`config.mk`:
```
export PLATFORM = sky130hd
export DESIGN_NAME = glide_ctrl
export DESIGN_NICKNAME = d
export VERILOG_FILES = /design/src/rtl/glide_ctrl_pkg.sv /design/src/rtl/glide_ctrl_rate_tick.sv /design/src/rtl/glide_ctrl.sv
export SDC_FILE = /design/constraint.sdc
export NUM_CORES = 1
export LEC_CHECK = 0
export CAP_MARGIN = 10
export CORE_ASPECT_RATIO = 0.8
export CORE_UTILIZATION = 55
export DETAILED_ROUTE_END_ITERATION = 12
export DONT_BUFFER_PORTS = 1
export PLACE_DENSITY = 0.8
export REMOVE_ABC_BUFFERS = 1
export SYNTH_ARGS = -nofsm -noshare
export SYNTH_HDL_FRONTEND = slang
export SYNTH_SLANG_ARGS = --single-unit
```
`constraint.sdc`:
```
create_clock -name clk -period 3.45 [get_ports clk]
set_input_delay 0.5175 -clock clk [delete_from_list [all_inputs] [get_ports clk]]
set_output_delay 0.5175 -clock clk [all_outputs]
set_load 0.1 [all_outputs]
```
`src/rtl/glide_ctrl_pkg.sv`:
```
// Shared state encoding and default widths for the glide controller.
package glide_ctrl_pkg;

   typedef enum logic [1:0] {
      ST_IDLE = 2'd0,
      ST_UP   = 2'd1,
      ST_DOWN = 2'd2
   } state_t;

   localparam int DEF_DSZ = 8;
   localparam int DEF_RSZ = 8;

endpackage

```
`src/rtl/glide_ctrl_rate_tick.sv`:
```
// Reloadable down-counter; emits a tick each time it reaches zero while running.
module glide_ctrl_rate_tick #(
   parameter int RSZ = 8
) (
   input  logic           clk,
   input  logic           reset,
   input  logic           load,
   input  logic           run,
   input  logic           hold,
   input  logic [RSZ-1:0] rate,
   output logic           tick
);

   logic [RSZ-1:0] cnt;
   logic           adv;

   assign adv  = run && !hold;
   assign tick = adv && (cnt == '0);

   // Reload uses the live rate input, so rate changes land at the next reload.
   always_ff @(posedge clk) begin
      if (reset) begin
         cnt <= '0;
      end else if (load) begin
         cnt <= rate;
      end else if (adv) begin
         if (cnt == '0) cnt <= rate;
         else           cnt <= cnt - 1'b1;
      end
   end

endmodule

```
`src/rtl/glide_ctrl.sv`:
```
// Slew controller: steps out toward an accepted target one LSB per rate tick.
module glide_ctrl
   import glide_ctrl_pkg::*;
#(
   parameter int DSZ = DEF_DSZ,
   parameter int RSZ = DEF_RSZ
) (
   input  logic           clk,
   input  logic           reset,
   input  logic [DSZ-1:0] tgt,
   input  logic           tgt_valid,
   output logic           tgt_ready,
   input  logic [RSZ-1:0] rate,
   input  logic           hold,
   output logic [DSZ-1:0] out,
   output logic           busy,
   output logic           done
);

   state_t         state;
   state_t         state_nxt;
   logic [DSZ-1:0] target;
   logic [DSZ-1:0] out_nxt;
   logic           accept;
   logic           run;
   logic           dir;
   logic           tick;
   logic           step;
   logic           arrive;
   logic           same;

   glide_ctrl_rate_tick #(
      .RSZ (RSZ)
   ) u_rate_tick (
      .clk   (clk),
      .reset (reset),
      .load  (accept),
      .run   (run),
      .hold  (hold),
      .rate  (rate),
      .tick  (tick)
   );

   always_ff @(posedge clk) begin
      if (reset) state <= ST_IDLE;
      else       state <= state_nxt;
   end

   always_comb begin
      state_nxt = state;
      unique case (state)
         ST_IDLE: begin
            if (accept) begin
               if (tgt > out)      state_nxt = ST_UP;
               else if (tgt < out) state_nxt = ST_DOWN;
               else                state_nxt = ST_IDLE;
            end
         end
         ST_UP, ST_DOWN: begin
            if (arrive) state_nxt = ST_IDLE;
         end
         default: state_nxt = ST_IDLE;
      endcase
   end

   always_comb begin
      busy      = (state != ST_IDLE);
      tgt_ready = (state == ST_IDLE) && !reset;
      accept    = tgt_valid && tgt_ready;
      run       = busy;
      dir       = (state == ST_UP);
   end

   assign step    = tick && !hold;
   assign out_nxt = dir ? out + 1'b1 : out - 1'b1;
   assign arrive  = step && (out_nxt == target);
   assign same    = accept && (tgt == out);

   always_ff @(posedge clk) begin
      if (reset) begin
         out    <= '0;
         target <= '0;
         done   <= 1'b0;
      end else begin
         done <= same || arrive;
         if (accept) target <= tgt;
         if (step)   out    <= out_nxt;
      end
   end

endmodule

```
==> out/results.txt <==
synthesis-stage register bit count -> 27
Sinks on Clock Net -> 27
Critical Path Sink Type -> flip-flop
DP Worst Slack -> 0.3455 ns
vias in the first global route -> 1835
Detailed Route WL -> 5.317 mm
synth warn -> 0
Hold Vio Cnt, Final -> 0
post-layout net count -> 323
count leader, synth -> nand2_1
FFs w/ async S/R, synth -> 0
layout cells sized above 1 -> 0.08511
Post-synth EDFFs -> 0
Tcrit/Tclk final -> 0.8968
Post-CTS Setup Inserts -> 0
# diodes -> 0
initial antenna violation count -> 0
Worst Setup Path Type -> flip-flop to flip-flop
Post-Syn Area -> 0.002197 mm^2
Clock transition at path regs -> 0.10 ns
total gr overflow -> 0
Starting Density -> 0.5776
worst reg2reg path depth -> 10
slew margin rel. -> 0.3051
CP Max Fanout -> 13
CP max stage cell -> ha_1
minimum clock period after layout -> 3.094 ns
largest net degree at the start of global routing -> 31
CTS tree -> built
first drt pass iteration count -> 5
CTS Buffer Depth -> 2
TritonCTS Buffers -> 3
Worst EP arrival -> 3.26 ns
GP Congestion -> 0.8658
DRT iter0 DRCs -> 137
VDD IR max -> 398.1 uV
CP bufs+invs -> 2
Critical Path Stages -> 10
Seq/Total Area, Yosys -> 0.2460
crit-path max cell delay -> 0.50 ns
height of the chip -> 58.53 um
total track usage -> 0.2635
post-route ant nets -> 0
HPWL Detailed -> 3.883 mm
DIE WIDTH -> 72.67 um
Die Footprint -> 0.004253 mm^2
critical-path cell list -> inv_1, ha_1, inv_1, ha_1, nor4b_1, a2111oi_2, a31oi_1, nor4_4, o2111a_1, o22ai_1
Max Clock Skew -> 0.004833 ns
Core ar. -> 0.003804 mm^2
PwrDens -> 911.1 mW/mm^2
Yosys cell types -> 59
Pins Over Slew Limit -> 0
P&R area growth vs syn -> 6.264%
worst slew pin tran -> 1.035 ns
Final Power -> 2.127 mW
DR WL/cell -> 15.78 um
Final WS setup -> 0.3561 ns
outcome -> finished, final reports clean
Most used DFF post-synth -> dfxtp_1
via count -> 2056
Final Setup Violations -> 0
Top Ports -> 31
RSZ-0062 raised after global routing -> false
synth top area cells -> dfxtp_1 (25%), ha_1 (11%), nand2_1 (5.5%), nand3b_1 (4.8%), a21oi_1 (4.1%)
DRC viols -> 0
Row Count -> 20
Yosys top cell by area -> dfxtp_1
hold depth -> 1
min-delay worst type -> primary input to flip-flop
H-tree depth -> 1
Static Leakage -> 0.9845 nW
Max Cap Violations -> 0
Cells after Synth -> 281
Req. time, crit path -> 3.62 ns
CP Launch Type -> flip-flop
Port Buffers -> 0
f_max -> 0.3232 GHz
clock root cell -> clkbuf_8
clk_lat worst skew -> 0.28 ns
Syn Area/Cell -> 7.819 um^2
Synth top cells by count -> nand2_1 (32), dfxtp_1 (27), nor2_1 (21)
Setup TNS Final -> 0 ns
CP delay by family, top -> compound AO/OA/AOI/OAI gates
routed vias/inst -> 6.101
first-pass GRT wire length -> 8.611 mm
top-area cell type share of the netlist area -> 0.2460
-- layer usage --
metal / share of wire / global-route usage / routed length (um) / vias to the layer above
met2: 0.43 / 0.3992 / 2269 / 80
met1: 0.49 / 0.3843 / 2623 / 954
met5: 0 / 0 / 0 / -
li1: - / - / - / 1016
met3: 0.073 / 0.05651 / 388 / 6
met4: 0.0066 / 0.05882 / 35 / 0
-- cells in the final DEF, fill, tap and decap left out, drive strengths merged, types with 7 or more instances in the layout --
master and count:
nor2 21, inv 19, a21oi 18, o21ai 17, nor3 7, nand3b 14
a211oi 7, nand2 32, ha 19, dfxtp 27, nor2b 8, buf 10
-- path summary, 6_finish.rpt --
path | end | startpoint | slack, ns
setup reg to reg | state[0]$_SDFFE_PP0P_ | state[1]$_SDFFE_PP0P_ | 0.36
setup / recovery | state[0]$_SDFFE_PP0P_ | state[1]$_SDFFE_PP0P_ | 0.36
hold / removal | out[6]$_SDFFE_PP0P_ | reset | 0.30
hold reg to reg | target[7]$_SDFFE_PP0P_ | target[7]$_SDFFE_PP0P_ | 0.49
-- repair_timing --
item                       4_1_cts  5_1_grt
gates resized for setup          0        1
hold endpoints to repair         0        0
hold buffers                     0        0
setup endpoints to repair        0        2
-- metrics by stage --
stage | instance area [um^2] | util | hold WS, ns | cells
2_1_floorplan | 2137 | - | 0.4495 | 268
4_1_cts | 2330 | 0.6125 | 0.2813 | 337
3_5_place_dp | 2283 | 0.6003 | 0.4668 | 333
6_report | 2335 | 0.6138 | 0.2963 | 337
3_3_place_gp | 2283 | 0.6003 | 0.4656 | 333
5_1_grt | 2335 | 0.6138 | 0.2745 | 337
-- cell type report --
cell class,count,area (um^2)
clock inverters,1,5.005
inverters,19,71.32
repair buffers,10,75.07
well taps,55,68.82
fillers,359,1469
flip-flops and latches,27,540.5
clock buffers,3,41.29
multi-input cells,222,1533
-- cells by family after synthesis --
kind of cell / synth area share
AOI/OAI and AO/OA: 0.2136
xor gates and xnor gates: 0.04442
adders and majority gates: 0.1173
buffers and inverters: 0.05979
DFF: 0.2460
muxes: 0.009681
and+or+nand+nor: 0.3092
-- flip-flops by register name, indices dropped and copies added (netlist names) --
signal / cells
state: 2
done: 1
out: 8
target: 8
u_rate_tick.cnt: 8
-- power breakdown --
group	switching, mW	internal, mW
Combinational	0.898	0.537
Sequential	0.108	0.397
Clock	0.106	0.0812
Note: power is estimated with default switching activity, not from simulation.
